File: src/rtl/branch_predictor.sv
`default_nettype none
// ============================================================================
//  Module   : branch_predictor
//  Purpose  : Direct-mapped BTB with a 2-bit saturating counter per entry.
//             Combinational fetch-stage lookup, execute-stage training,
//             misprediction detection, corrected fetch PC and saturating
//             performance counters.
//  Revision : 1.0 - initial release
// ============================================================================
module branch_predictor #(
    parameter int WIDTH      = 32,
    parameter int INDEX_BITS = 4,
    parameter int CNT_WIDTH  = 16
) (
    input  logic                 clk,
    input  logic                 rst_n,
    // Fetch-stage lookup
    input  logic [WIDTH-1:0]     pc_f,
    output logic                 predict_taken_f,
    output logic [WIDTH-1:0]     predict_target_f,
    // Execute-stage resolution
    input  logic                 branch_e,
    input  logic [WIDTH-1:0]     pc_e,
    input  logic                 taken_e,
    input  logic [WIDTH-1:0]     target_e,
    input  logic                 pred_taken_e,
    input  logic [WIDTH-1:0]     pred_target_e,
    output logic                 branch,
    output logic                 branch_resolved,
    output logic [WIDTH-1:0]     redirect_pc_e,
    // Performance counters
    output logic [CNT_WIDTH-1:0] branch_cnt,
    output logic [CNT_WIDTH-1:0] miss_cnt
);

    localparam int ENTRIES = 1 << INDEX_BITS;
    localparam int TAG_W   = WIDTH - INDEX_BITS - 2;

    // Table storage, one slot per index
    logic                 valid_q  [ENTRIES];
    logic [TAG_W-1:0]     tag_q    [ENTRIES];
    logic [WIDTH-1:0]     target_q [ENTRIES];
    logic [1:0]           ctr_q    [ENTRIES];

    // ------------------------------------------------------------------
    // Fetch-side lookup (reads only registered state, so a same-cycle
    // update is not visible until the following cycle)
    // ------------------------------------------------------------------
    logic [INDEX_BITS-1:0] idx_f;
    logic [TAG_W-1:0]      tag_f;
    logic                  hit_f;

    assign idx_f = pc_f[INDEX_BITS+1:2];
    assign tag_f = pc_f[WIDTH-1:INDEX_BITS+2];
    assign hit_f = valid_q[idx_f] && (tag_q[idx_f] == tag_f);

    assign predict_taken_f  = hit_f && ctr_q[idx_f][1];
    assign predict_target_f = predict_taken_f ? target_q[idx_f] : (pc_f + WIDTH'(4));

    // ------------------------------------------------------------------
    // Execute-side resolution
    // ------------------------------------------------------------------
    logic mispredict;

    assign mispredict      = branch_e && ((taken_e != pred_taken_e) ||
                                          (taken_e && (target_e != pred_target_e)));
    assign branch          = branch_e;
    assign branch_resolved = branch_e && !mispredict;
    assign redirect_pc_e   = taken_e ? target_e : (pc_e + WIDTH'(4));

    // ------------------------------------------------------------------
    // Training: compute the new contents of the entry addressed by pc_e
    // ------------------------------------------------------------------
    logic [INDEX_BITS-1:0] idx_e;
    logic [TAG_W-1:0]      tag_e;
    logic                  hit_e;
    logic                  wr_en;
    logic                  valid_d;
    logic [TAG_W-1:0]      tag_d;
    logic [WIDTH-1:0]      target_d;
    logic [1:0]            ctr_d;

    assign idx_e = pc_e[INDEX_BITS+1:2];
    assign tag_e = pc_e[WIDTH-1:INDEX_BITS+2];
    assign hit_e = valid_q[idx_e] && (tag_q[idx_e] == tag_e);

    // Next-state of the execute-indexed entry; a not-taken miss leaves it alone
    always_comb begin
        wr_en    = 1'b0;
        valid_d  = valid_q[idx_e];
        tag_d    = tag_q[idx_e];
        target_d = target_q[idx_e];
        ctr_d    = ctr_q[idx_e];
        if (branch_e) begin
            if (hit_e) begin
                wr_en = 1'b1;
                if (taken_e) begin
                    ctr_d    = (ctr_q[idx_e] == 2'b11) ? 2'b11 : ctr_q[idx_e] + 2'd1;
                    target_d = target_e;
                end else begin
                    ctr_d    = (ctr_q[idx_e] == 2'b00) ? 2'b00 : ctr_q[idx_e] - 2'd1;
                end
            end else if (taken_e) begin
                // Allocate over whatever lived here, starting weakly taken
                wr_en    = 1'b1;
                valid_d  = 1'b1;
                tag_d    = tag_e;
                target_d = target_e;
                ctr_d    = 2'b10;
            end
        end
    end

    generate
        for (genvar g = 0; g < ENTRIES; g++) begin : g_entry
            // Per-entry storage; reset leaves every entry invalid and weakly not-taken
            always_ff @(posedge clk or negedge rst_n) begin
                if (!rst_n) begin
                    valid_q[g]  <= 1'b0;
                    tag_q[g]    <= '0;
                    target_q[g] <= '0;
                    ctr_q[g]    <= 2'b01;
                end else if (wr_en && (idx_e == INDEX_BITS'(g))) begin
                    valid_q[g]  <= valid_d;
                    tag_q[g]    <= tag_d;
                    target_q[g] <= target_d;
                    ctr_q[g]    <= ctr_d;
                end
            end
        end
    endgenerate

    // ------------------------------------------------------------------
    // Performance counters, saturating at all-ones
    // ------------------------------------------------------------------
    logic [CNT_WIDTH-1:0] branch_cnt_q, branch_cnt_d;
    logic [CNT_WIDTH-1:0] miss_cnt_q,   miss_cnt_d;

    // Increment when the event fires unless already pinned at the maximum
    always_comb begin
        branch_cnt_d = branch_cnt_q;
        miss_cnt_d   = miss_cnt_q;
        if (branch_e && !(&branch_cnt_q)) begin
            branch_cnt_d = branch_cnt_q + CNT_WIDTH'(1);
        end
        if (mispredict && !(&miss_cnt_q)) begin
            miss_cnt_d = miss_cnt_q + CNT_WIDTH'(1);
        end
    end

    // Counter registers
    always_ff @(posedge clk or negedge rst_n) begin
        if (!rst_n) begin
            branch_cnt_q <= '0;
            miss_cnt_q   <= '0;
        end else begin
            branch_cnt_q <= branch_cnt_d;
            miss_cnt_q   <= miss_cnt_d;
        end
    end

    assign branch_cnt = branch_cnt_q;
    assign miss_cnt   = miss_cnt_q;

endmodule
`default_nettype wire

File: config.mk
export PLATFORM = sky130hd
export DESIGN_NAME = branch_predictor
export DESIGN_NICKNAME = d
export VERILOG_FILES = /design/src/rtl/branch_predictor.sv
export SDC_FILE = /design/constraint.sdc
export NUM_CORES = 2
export LEC_CHECK = 0
export ABC_AREA = 0
export CORE_AREA = 10 10 351 353
export DETAILED_ROUTE_END_ITERATION = 12
export DIE_AREA = 0 0 361 363
export MAX_ROUTING_LAYER = met4
export PLACE_DENSITY = 0.74
export SKIP_LAST_GASP = 1
export SYNTH_ARGS = -nofsm -noshare
export SYNTH_HDL_FRONTEND = slang
export SYNTH_SLANG_ARGS = --single-unit
File: constraint.sdc
create_clock -name clk -period 10.9 [get_ports clk]
set_clock_uncertainty 0.15 [all_clocks]
set_input_delay 3.27 -clock clk [delete_from_list [all_inputs] [get_ports clk]]
set_output_delay 3.27 -clock clk [all_outputs]
set_load 0.01 [all_outputs]
==> results.json <==
{
  "post-route-period-util_pct": 99.0,
  "layout_min_cycle_time_ns": 10.79,
  "synth_top_cell_by_area": "dfrtp_1",
  "die_h_microns": 363,
  "cts_root_buf": "clkbuf_16",
  "p_sw_share_pct": 28.9,
  "core_sq_mm": 0.116,
  "synth_edf_count": 0,
  "worstHoldPathType": "reg2reg",
  "ys_seq_elements": 1008,
  "tightest_slew_ns": 1.20,
  "portBuffers": 231,
  "whs_ns": 0.341,
  "clock_sinks": 1008,
  "p_int_uw": 7790,
  "die_w_microns": 361,
  "nets": 4182,
  "hold_viol": 0,
  "htreeDepth": 3,
  "pwr-share-clk_pct": 35.0,
  "status": "completed",
  "drc": 0,
  "crit_fanout": 39,
  "power_switching_uw": 3170,
  "ys.flop_type": "dfrtp_1",
  "p_per_area_mw_per_mm2": 167,
  "seqPwrFrac_pct": 43.5,
  "drt_iter0_drc": 4870,
  "fillerInstances": 9079,
  "cp.required_ns": 7.48,
  "synth.most_common_cell": "mux2_2",
  "rsz0062_at_grt": "false",
  "synthCells": 3939,
  "synth.top_cells.by_area": "dfrtp_1, mux4_2, mux2_2",
  "clockBufferDepth": 3,
  "cts_tree": "yes",
  "grt_pass1_wl_microns": 280000,
  "vias": 39200,
  "drt-wirelength-per-cell_microns": 33.7,
  "initial_core_util_pct": 49.8,
  "yosysWarnings": 0,
  "grt-ovfl-total": 0,
  "worst_slack_ns": 0.106,
  "fin_area_sq_mm": 0.0656,
  "rows": 125,
  "track_usage_pct": 29.6,
  "synth-seq-area-share_pct": 43.7,
  "synth_commonest_cells": "mux2_2, dfrtp_1, mux4_2, clkbuf_1, nand2_1",
  "grt_max_degree": 183,
  "maxCapViolations": 0,
  "grt_pass1_vias": 39700,
  "synth_cell_types": 73,
  "seq_area_sq_mm": 0.0252,
  "syn_area_per_cell_sq_um": 14.7,
  "synthArstFlopShare_pct": 100,
  "combPwrFrac_pct": 21.6,
  "post-cts-setup-buffers": 0,
  "slew_viol_final": 0,
  "setup_viol": 0,
  "dpl_worst_slack_ns": -0.0268,
  "cp-start-kind": "input pin",
  "clock_latency_ns": 0.72,
  "drt-total-wl_microns": 191000,
  "cp.arrival_ns": 7.37,
  "fmax_ghz": 0.0926,
  "path_clk_slew_ns": 0.05,
  "dpl_cell_area_sq_mm": 0.0619,
  "finalWeightedCongestion": 0.995,
  "netlist_area_sq_mm": 0.0577,
  "end_kind": "output port",
  "ir_drop_v": 0.000151,
  "synth_top_area_share_pct": 43.0,
  "worstSetupPathType": "in2out",
  "ios": 232,
  "die_area_sq_mm": 0.131,
  "dr.pass1.iters": 5,
  "dp_hpwl_microns": 125000,
  "multiInputGateArea_sq_mm": 0.0306,
  "synth_nets": 4079,
  "leakage_uw": 0.0282,
  "cts-hold-fix-buffers": 0,
  "layout-drive-gt1-share_pct": 48.1,
  "antenna_found_initial": 15,
  "area_delta_synth_final_pct": 13.6,
  "slew_headroom_pct": 19.7,
  "cts_buffers": 106,
  "final_util_pct": 56.6,
  "via_per_inst": 6.91,
  "ant_nets": 0
}
cell type report:
class                      instances  area share [%]
antenna                           10          0.0382
clock buffer                     162            4.84
clock inverter                    34           0.776
inverter                          26           0.149
multi-input combinational       2525            46.6
sequential                      1008            38.5
tap                             1524            2.91
timing repair buffer             375            6.21
cells in the final DEF (no fill, tap or decap), types with 8 or more instances in the layout:
cell,n
nor2b_1,13
a211oi_1,24
mux2_2,1027
nand3_1,45
nand4_1,29
clkbuf_1,26
dfstp_2,16
or2_2,19
a21oi_1,31
mux2i_2,9
and4_1,8
nor3_1,30
nor4b_1,8
a31oi_1,37
o21ai_0,45
diode_2,10
clkbuf_8,30
xor2_1,74
clkbuf_16,107
buf_12,53
dfrtp_1,992
mux4_2,547
buf_4,93
inv_1,23
mux2_4,12
mux2i_1,96
and3_4,9
clkdlybuf4s50_1,221
nand2_1,121
bufinv_16,9
or3_1,8
xnor2_1,95
and3_1,23
nor4_1,18
o22ai_1,12
clkinv_2,14
nor2_1,72
a22oi_1,18
logic make-up after synthesis:
group,share of synthesized area (%)
muxes,43.6
AOI/OAI and AO/OA,2.60
xor gates and xnor gates,2.56
adders and majority gates,0.152
DFF,43.7
and+or+nand+nor,3.85
buffers and inverters,3.52
power by group through the flow:
stage | registers, uW | clock network, uW | logic [uW]
after floorplan | 4640 | 0 | 1630
after global placement | 4770 | 0 | 2280
after detailed placement | 4800 | 0 | 2330
after CTS | 4740 | 3860 | 2340
after global routing | 4820 | 4010 | 2500
final | 4760 | 3830 | 2360
sequential cells by signal, indices dropped and copies added, names as in the netlist:
signal / cells
branch_cnt: 16
target_q: 512
tag_q: 416
ctr_q: 32
miss_cnt: 16
valid_q: 16
metrics by stage:
step                      TNS (ns)  std cells  total power (uW)
after floorplan                  0       3939              6280
after global placement           0       5458              7050
after detailed placement   -0.0708       5458              7130
after CTS                        0       5654             10900
after global routing             0       5664             11300
final                            0       5664             11000
worst max-delay path, stage by stage:
cell and delay (ns):
buf_12 0.30, buf_12 0.21, mux4_2 0.50, mux4_2 0.57, xnor2_1 0.35, nand4_1 0.31, nor4b_2 0.35, nand3_2 0.21
buf_4 0.35, mux2_2 0.31, clkdlybuf4s50_1 0.55
what timing repair did:
| action | 4_1_cts | 5_1_grt |
|---|---|---|
| hold endpoints to repair | 0 | 0 |
| resized for setup | 1 | 1 |
| setup endpoints to repair | 14 | 32 |
final timing paths:
check	start	end	slack (ns)	cells after the start
min in group asynchronous	rst_n	target_q[165]	2.42	1
worst min-delay path	miss_cnt[6]	miss_cnt[6]	0.34	1
max in group asynchronous	rst_n	tag_q[142]	6.08	3
worst min register to register	miss_cnt[6]	miss_cnt[6]	0.34	1
worst max-delay path	pc_f[2]	predict_target_f[4]	0.11	11
worst max register to register	tag_q[206]	tag_q[373]	5.95	11
routing by layer:
| layer | vias to the layer above | wire length, microns | GRT usage, % |
|---|---|---|---|
| li1 | 15400 | - | - |
| met4 | 0 | 6920 | 9.69 |
| met2 | 2339 | 83100 | 41.4 |
| met3 | 421 | 24600 | 10.7 |
| met5 | - | 0 | - |
| met1 | 21000 | 76100 | 39.8 |
No activity file was read; power rests on OpenSTA's default activity.
